===== src/rtl/scene_pkg.sv =====
`default_nettype none
// ============================================================================
//  Module      : scene_pkg
//  Description : Shared scene-loader types: opcodes, vertex/transform words
//                and the instance-descriptor layout.
//  Revision    : 1.0 - initial release
// ============================================================================
package scene_pkg;

  // Command opcodes carried in the first byte of every frame
  localparam logic [7:0] OP_CREATE    = 8'h01;
  localparam logic [7:0] OP_TRANSFORM = 8'h02;
  localparam logic [7:0] OP_COMMIT    = 8'h03;
  localparam logic [7:0] OP_CLEAR     = 8'h04;

  // Default RAM address widths (8192-deep vertex and triangle stores)
  localparam int DEF_VADDR_W = 13;
  localparam int DEF_TADDR_W = 13;

  // Vertex: 14 received bytes with the top nibble dropped
  typedef logic [107:0] vertex_t;

  // Per-instance transform word
  typedef logic [383:0] transform_t;

  // Instance descriptor as written to the instance table
  typedef struct packed {
    logic [DEF_VADDR_W-1:0] vert_base;
    logic [DEF_TADDR_W-1:0] tri_base;
    logic [7:0]             tri_count;
  } inst_desc_t;

endpackage
`default_nettype wire


===== src/rtl/byte_packer.sv =====
`default_nettype none
// ============================================================================
//  Module      : byte_packer
//  Description : MSB-first byte-to-word shift assembler. 'word' presents the
//                assembled record including the current input byte, and
//                'done' flags the byte that completes the record.
//  Revision    : 1.0 - initial release
// ============================================================================
module byte_packer #(
  parameter int WIDTH = 24
) (
  input  logic             clk,
  input  logic             rst,
  input  logic             clr,
  input  logic             en,
  input  logic [7:0]       din,
  output logic [WIDTH-1:0] word,
  output logic             done
);

  localparam int NBYTES = (WIDTH + 7) / 8;
  localparam int CNT_W  = (NBYTES > 1) ? $clog2(NBYTES) : 1;

  logic [CNT_W-1:0] cnt;

  assign done = en && (cnt == CNT_W'(NBYTES - 1));

  // Byte position within the current record; wraps after the final byte
  always_ff @(posedge clk or posedge rst) begin
    if (rst) begin
      cnt <= '0;
    end else if (clr) begin
      cnt <= '0;
    end else if (en) begin
      cnt <= done ? '0 : cnt + 1'b1;
    end
  end

  generate
    if (WIDTH > 8) begin : g_shift
      // Only WIDTH-8 bits are kept: leading excess bits fall off the top
      logic [WIDTH-9:0] shreg;

      assign word = {shreg, din};

      // Shift each accepted byte in at the bottom
      always_ff @(posedge clk or posedge rst) begin
        if (rst) begin
          shreg <= '0;
        end else if (en) begin
          shreg <= word[WIDTH-9:0];
        end
      end
    end else begin : g_single
      assign word = din[WIDTH-1:0];
    end
  endgenerate

endmodule
`default_nettype wire


===== src/rtl/scene_loader.sv =====
`default_nettype none
// ============================================================================
//  Module      : scene_loader
//  Description : Decodes the SPI byte stream into vertex, triangle, instance
//                and transform RAM writes. Tracks allocation pointers and
//                instance ids, and flags protocol errors.
//  Revision    : 1.0 - initial release
// ============================================================================
module scene_loader
  import scene_pkg::*;
#(
  parameter int MAX_VERT = 8192,
  parameter int MAX_TRI  = 8192,
  parameter int VTX_W    = 108,
  parameter int VIDX_W   = 8,
  parameter int TRI_W    = 3 * VIDX_W,
  parameter int XF_W     = 384
) (
  input  logic                                          clk,
  input  logic                                          rst,
  input  logic                                          rx_valid,
  input  logic [7:0]                                    rx_byte,
  input  logic                                          rx_abort,
  output logic                                          vert_we,
  output logic [$clog2(MAX_VERT)-1:0]                   vert_waddr,
  output logic [VTX_W-1:0]                              vert_wdata,
  output logic                                          tri_we,
  output logic [$clog2(MAX_TRI)-1:0]                    tri_waddr,
  output logic [TRI_W-1:0]                              tri_wdata,
  output logic                                          inst_we,
  output logic [7:0]                                    inst_waddr,
  output logic [$clog2(MAX_VERT)+$clog2(MAX_TRI)+8-1:0] inst_wdata,
  output logic                                          xf_we,
  output logic [7:0]                                    xf_waddr,
  output logic [XF_W-1:0]                               xf_wdata,
  output logic [7:0]                                    max_inst,
  output logic                                          create_done,
  output logic                                          err
);

  localparam int VA_W = $clog2(MAX_VERT);
  localparam int TA_W = $clog2(MAX_TRI);
  // Pointers carry one extra bit so a completely full RAM is representable
  localparam int VP_W = VA_W + 1;
  localparam int TP_W = TA_W + 1;
  // Bound-check sums must hold pointer + 255 without wrapping
  localparam int VS_W = (VP_W > 8) ? VP_W + 1 : 9;
  localparam int TS_W = (TP_W > 8) ? TP_W + 1 : 9;

  typedef enum logic [2:0] {
    ST_IDLE       = 3'd0,
    ST_HDR        = 3'd1,
    ST_VERT       = 3'd2,
    ST_TRI        = 3'd3,
    ST_XF_ID      = 3'd4,
    ST_XF_DATA    = 3'd5,
    ST_WRITE_INST = 3'd6
  } state_t;

  state_t state, state_nx;

  logic [7:0]      vcnt, tcnt, vert_k, tri_k, xf_id, next_id;
  logic            hdr_second, discard;
  logic [VP_W-1:0] vert_ptr;
  logic [TP_W-1:0] tri_ptr;

  logic             byte_ok, pk_clr;
  logic             vpk_en, tpk_en, xpk_en;
  logic             vpk_done, tpk_done, xpk_done;
  logic [VTX_W-1:0] vpk_word;
  logic [TRI_W-1:0] tpk_word;
  logic [XF_W-1:0]  xpk_word;
  logic             vert_last, tri_last, hdr_bad;
  logic [VS_W-1:0]  v_end;
  logic [TS_W-1:0]  t_end;

  // An abort in the same cycle as a byte wins and the byte is dropped
  assign byte_ok = rx_valid && !rx_abort;
  assign pk_clr  = rx_abort || (state == ST_IDLE);
  assign vpk_en  = byte_ok && (state == ST_VERT);
  assign tpk_en  = byte_ok && (state == ST_TRI);
  assign xpk_en  = byte_ok && (state == ST_XF_DATA);

  assign vert_last = (vert_k == vcnt - 8'd1);
  assign tri_last  = (tri_k == tcnt - 8'd1);

  // Header checks, evaluated while the tcnt byte is on rx_byte
  assign v_end   = VS_W'(vert_ptr) + VS_W'(vcnt);
  assign t_end   = TS_W'(tri_ptr) + TS_W'(rx_byte);
  assign hdr_bad = (vcnt == 8'd0) || (rx_byte == 8'd0) ||
                   (v_end > VS_W'(MAX_VERT)) || (t_end > TS_W'(MAX_TRI)) ||
                   (next_id == 8'd0);

  byte_packer #(.WIDTH(VTX_W)) u_vert_pk (
    .clk(clk), .rst(rst), .clr(pk_clr), .en(vpk_en), .din(rx_byte),
    .word(vpk_word), .done(vpk_done)
  );

  byte_packer #(.WIDTH(TRI_W)) u_tri_pk (
    .clk(clk), .rst(rst), .clr(pk_clr), .en(tpk_en), .din(rx_byte),
    .word(tpk_word), .done(tpk_done)
  );

  byte_packer #(.WIDTH(XF_W)) u_xf_pk (
    .clk(clk), .rst(rst), .clr(pk_clr), .en(xpk_en), .din(rx_byte),
    .word(xpk_word), .done(xpk_done)
  );

  // State register
  always_ff @(posedge clk or posedge rst) begin
    if (rst) state <= ST_IDLE;
    else     state <= state_nx;
  end

  // Next-state decode; abort always returns to IDLE
  always_comb begin
    state_nx = state;
    if (rx_abort) begin
      state_nx = ST_IDLE;
    end else begin
      case (state)
        ST_IDLE: begin
          if (rx_valid) begin
            if (rx_byte == OP_CREATE)         state_nx = ST_HDR;
            else if (rx_byte == OP_TRANSFORM) state_nx = ST_XF_ID;
          end
        end
        ST_HDR: begin
          if (rx_valid && hdr_second) begin
            if (vcnt != 8'd0)         state_nx = ST_VERT;
            else if (rx_byte != 8'd0) state_nx = ST_TRI;
            else                      state_nx = ST_IDLE;
          end
        end
        ST_VERT: begin
          if (vpk_done && vert_last)
            state_nx = (tcnt != 8'd0) ? ST_TRI : ST_IDLE;
        end
        ST_TRI: begin
          if (tpk_done && tri_last)
            state_nx = discard ? ST_IDLE : ST_WRITE_INST;
        end
        ST_XF_ID: begin
          if (rx_valid) state_nx = ST_XF_DATA;
        end
        ST_XF_DATA: begin
          if (xpk_done) state_nx = ST_IDLE;
        end
        ST_WRITE_INST: state_nx = ST_IDLE;
        default:       state_nx = ST_IDLE;
      endcase
    end
  end

  // Record bookkeeping, allocation pointers, status and registered RAM writes
  always_ff @(posedge clk or posedge rst) begin
    if (rst) begin
      vcnt        <= '0;
      tcnt        <= '0;
      vert_k      <= '0;
      tri_k       <= '0;
      xf_id       <= '0;
      hdr_second  <= 1'b0;
      discard     <= 1'b0;
      vert_ptr    <= '0;
      tri_ptr     <= '0;
      next_id     <= 8'd1;
      max_inst    <= '0;
      create_done <= 1'b0;
      err         <= 1'b0;
      vert_we     <= 1'b0;
      vert_waddr  <= '0;
      vert_wdata  <= '0;
      tri_we      <= 1'b0;
      tri_waddr   <= '0;
      tri_wdata   <= '0;
      inst_we     <= 1'b0;
      inst_waddr  <= '0;
      inst_wdata  <= '0;
      xf_we       <= 1'b0;
      xf_waddr    <= '0;
      xf_wdata    <= '0;
    end else begin
      vert_we <= 1'b0;
      tri_we  <= 1'b0;
      inst_we <= 1'b0;
      xf_we   <= 1'b0;
      case (state)
        ST_IDLE: begin
          hdr_second <= 1'b0;
          vert_k     <= '0;
          tri_k      <= '0;
          discard    <= 1'b0;
          if (byte_ok) begin
            case (rx_byte)
              OP_CREATE, OP_TRANSFORM: begin
                // After commit the record is still consumed, just not written
                discard <= create_done;
                if (create_done) err <= 1'b1;
              end
              OP_COMMIT: create_done <= 1'b1;
              OP_CLEAR: begin
                vert_ptr    <= '0;
                tri_ptr     <= '0;
                next_id     <= 8'd1;
                max_inst    <= '0;
                create_done <= 1'b0;
                err         <= 1'b0;
              end
              default: ;
            endcase
          end
        end
        ST_HDR: begin
          if (byte_ok) begin
            if (!hdr_second) begin
              vcnt       <= rx_byte;
              hdr_second <= 1'b1;
            end else begin
              tcnt <= rx_byte;
              if (hdr_bad) begin
                discard <= 1'b1;
                err     <= 1'b1;
              end
            end
          end
        end
        ST_VERT: begin
          if (vpk_done) begin
            vert_k <= vert_k + 8'd1;
            if (!discard) begin
              vert_we    <= 1'b1;
              vert_waddr <= VA_W'(VS_W'(vert_ptr) + VS_W'(vert_k));
              vert_wdata <= vpk_word;
            end
          end
        end
        ST_TRI: begin
          if (tpk_done) begin
            tri_k <= tri_k + 8'd1;
            if (!discard) begin
              tri_we    <= 1'b1;
              tri_waddr <= TA_W'(TS_W'(tri_ptr) + TS_W'(tri_k));
              tri_wdata <= tpk_word;
              // Descriptor goes out alongside the final triangle
              if (tri_last) begin
                inst_we    <= 1'b1;
                inst_waddr <= next_id;
                inst_wdata <= {VA_W'(vert_ptr), TA_W'(tri_ptr), tcnt};
              end
            end
          end
        end
        ST_WRITE_INST: begin
          vert_ptr <= vert_ptr + VP_W'(vcnt);
          tri_ptr  <= tri_ptr + TP_W'(tcnt);
          max_inst <= next_id;
          next_id  <= next_id + 8'd1;
        end
        ST_XF_ID: begin
          if (byte_ok) xf_id <= rx_byte;
        end
        ST_XF_DATA: begin
          if (xpk_done && !discard) begin
            xf_we    <= 1'b1;
            xf_waddr <= xf_id;
            xf_wdata <= xpk_word;
          end
        end
        default: ;
      endcase
    end
  end

endmodule
`default_nettype wire


===== config.mk =====
export PLATFORM = sky130hd
export DESIGN_NAME = scene_loader
export DESIGN_NICKNAME = d
export VERILOG_FILES = /design/src/rtl/scene_pkg.sv /design/src/rtl/byte_packer.sv /design/src/rtl/scene_loader.sv
export SDC_FILE = /design/constraint.sdc
export NUM_CORES = 2
export LEC_CHECK = 0
export BUFFER_PORTS_ARGS = -buffer_cell sky130_fd_sc_hd__buf_2
export CORE_ASPECT_RATIO = 2
export CORE_MARGIN = 2
export CORE_UTILIZATION = 58
export DETAILED_ROUTE_END_ITERATION = 7
export GPL_ROUTABILITY_DRIVEN = 0
export GPL_TIMING_DRIVEN = 0
export PLACE_DENSITY_LB_ADDON = 0.05
export SYNTH_ARGS = -nofsm -noshare
export SYNTH_HDL_FRONTEND = slang
export SYNTH_SLANG_ARGS = --single-unit
export TNS_END_PERCENT = 20

===== constraint.sdc =====
create_clock -name clk -period 40 [get_ports clk]
set_input_delay 2 -clock clk [delete_from_list [all_inputs] [get_ports clk]]
set_output_delay 2 -clock clk [all_outputs]
set_load 0.005 [all_outputs]

==> qor.yml <==
clock_tree:
  path_clk_slew_ns: 0.06
  cts_setup_buffers: 0
  cts_resized: 0
  clock_path_buffers: 3
  cts_tree: "built"
  h-tree-depth: 3
  insertion_delay_ns: 0.69
  cts_made_buffers: 101
  clkSinkCount: 1191
  ctsHoldBuffers: 0
  cts-root-buf: "clkbuf_16"
cells_and_area:
  num_antenna_cells: 0
  area_delta_synth_final_pct: 16.9
  final_core_util_pct: 68.5
  final_cell_area_um2: 55700
  instances_no_fill: 6296
  drive_above_1_share_pct: 25.5
  nets: 5231
sta:
  timing.fmax_mhz: 217
  worst_slack_ns: 35.39
  worstMarginPinSlew_ns: 1.44
  hold_violations: 0
  slew_headroom_pct: 3.87
  drv_slew: 0
  fin_crit_ns: 4.61
  setup_viol: 0
  rsz0062_at_grt: "no"
  clock_skew_ns: 0.0178
  timing.final.crit_share_pct: 11.5
synthesis:
  synthCells: 4433
  synth_area_per_cell_um2: 10.7
  synthArstFlopShare_pct: 100
  syn_nets: 4501
  synth_edf_count: 0
  synth_warnings: 0
  synth_area_um2: 47600
  synth_sequential_area_ratio_pct: 62.6
  ys_types: 75
  ys_ff_latch: 1191
  synth_top_flop_cell: "dfrtp_1"
critical_path:
  reg2reg_slack_ns: 36.34
  critPathMaxFanout: 10
  crit_path_end_kind: "flip-flop"
  path_class: "primary input to flip-flop"
  cp.required_ns: 40.57
  cp.arrival_ns: 5.19
  start_kind: "primary input"
grt:
  grt_pass1_vias: 34200
  antenna_found_initial: 2
  grt_pass1_wl_um: 195000
  overflow: 0
  grt_max_degree: 136
  grt_use_total_pct: 30.1
detailed_routing:
  wirelength_um: 125000
  wire_per_inst_um: 19.8
  route.detailed.drc: 0
  vias_per_cell: 5.31
  vias: 33400
  drtAntennaViolNets: 0
  drt_iter0_markers: 2198
  firstDrtPassIters: 5
die:
  rows: 148
  die_w_um: 207
  dieArea_um2: 84500
  initial_core_util_pct: 58.5
  ioPinCount: 618
  die_y_um: 409
  core-area_um2: 81300
power_and_ir_drop:
  p_per_area_nw_per_um2: 46.7
  p_leak_uw: 0.0315
  ir_drop_mv: 0.0450
placed_design:
  place_area_um2: 52300
  portBuffers: 617
  dp.cells: 6110
  place_hpwl_um: 92300
  detailedPlace.worstSlack_ns: 34.58
flow_run:
  max-cap-violations: 0
run_status:
  status: "complete, no violations"
hold_path:
  hold_path.class: "flip-flop to flip-flop"
==> path summary, 6_finish.rpt <==
check,depth (start not counted),start,to
min in group asynchronous,2,rst,xf_wdata[300]
worst min register to register,2,vert_wdata[93],vert_wdata[93]
max in group asynchronous,4,rst,xf_wdata[142]
worst min-delay path,2,vert_wdata[93],vert_wdata[93]
worst max register to register,7,state[1],tri_ptr[1]
worst max-delay path,9,rx_abort,xf_wdata[163]
==> cells in the mapped netlist (7+ instances only) <==
library cell / count / area, um^2
nand2_1: 1921 / 7210
dfrtp_1: 1190 / 29800
mux2_2: 438 / 4930
clkbuf_1: 168 / 631
o21ai_0: 89 / 445
nor2_1: 69 / 259
ha_1: 51 / 638
a21oi_1: 46 / 230
buf_2: 45 / 225
xnor2_1: 45 / 394
nand3_1: 42 / 210
xor2_1: 41 / 359
inv_1: 38 / 143
mux2_4: 30 / 450
nor3_1: 18 / 90.1
a21o_1: 12 / 90.1
and3_1: 12 / 75.1
nor2b_1: 12 / 75.1
a31oi_1: 9 / 56.3
nand4_1: 9 / 56.3
nand2b_1: 8 / 50.1
nor4_1: 8 / 50.1
o211ai_1: 8 / 60.1
o21bai_1: 8 / 60.1
o31ai_1: 8 / 60.1
a211oi_1: 7 / 52.6
nor4b_1: 7 / 61.3
==> stage by stage <==
stage | hold slack [ns] | total power [uW] | setup TNS, ns
after floorplan | 0.433 | 1530 | 0
after global placement | 0.444 | 1610 | -8908.98
after CTS | 0.474 | 2620 | 0
after detailed placement | 0.457 | 1610 | 0
final | 0.467 | 2600 | 0
after global routing | 0.489 | 2710 | 0
==> cell families (layout without fill, tap and decap cells) <==
logic type,after synthesis,in the layout,share of synthesized area [%]
mux,473,473,11.4
flops,1191,1191,62.6
xor+xnor,86,86,1.58
compound gates,219,219,2.80
simple gates,2143,2143,17.7
fa+ha+maj,56,56,1.55
buf+inv,265,1078,2.29
==> power by group <==
group	internal (uW)	leakage [uW]	switching [uW]	total [uW]
Clock	555	0.00168	453	1010
Sequential	1240	0.0164	42.1	1280
Combinational	123	0.0134	192	315
Total	1910	0.0315	687	2600
==> area by class of cell <==
type,count,area [um^2]
clock buffers,144,2950
repair buffers,627,3360
fillers,6332,25600
well taps,1050,1310
inverters,41,161
multi-input cells,2977,16700
plain buffers,224,935
clock inverters,42,424
flip-flops and latches,1191,29800
==> routing by layer <==
layer  part of all wire (%)  global-route usage, %  up-vias
met5                 0.0088                      0        -
met4                    3.6                   11.3        2
met3                    7.8                   8.29      200
met2                     51                   52.2      861
met1                     38                   35.1    16600
li1                       -                      -    15800
==> critical path: stages <==
cell      delay (ns)
buf_2           0.15
nand2b_1        0.25
nor2_1          0.25
and3_1          0.25
nand3_1         0.18
nor2_1          0.71
clkbuf_1        0.63
buf_2           0.39
mux2_2          0.37
==> flip-flops by register name, indices dropped and copies added, names as in the netlist, 13 cells and up <==
name	cells
u_xf_pk.g_shift.shreg	376
tri_waddr	13
u_vert_pk.g_shift.shreg	100
vert_ptr	14
vert_waddr	13
xf_wdata	384
tri_ptr	14
inst_wdata	34
vert_wdata	108
u_tri_pk.g_shift.shreg	16
tri_wdata	24
==> layout by cell type (no fill, tap or decap), types with 18 or more instances in the layout <==
master / n
a21oi_1: 46
ha_1: 51
nand3_1: 42
nor3_1: 18
xor2_1: 41
dfrtp_1: 1190
clkinv_2: 25
clkbuf_8: 22
inv_1: 37
mux2_4: 30
mux2_2: 438
clkbuf_1: 187
clkbuf_16: 103
xnor2_1: 45
nor2_1: 69
nand2_1: 1921
buf_2: 662
o21ai_0: 89
Note: power is estimated with default switching activity, not from simulation.
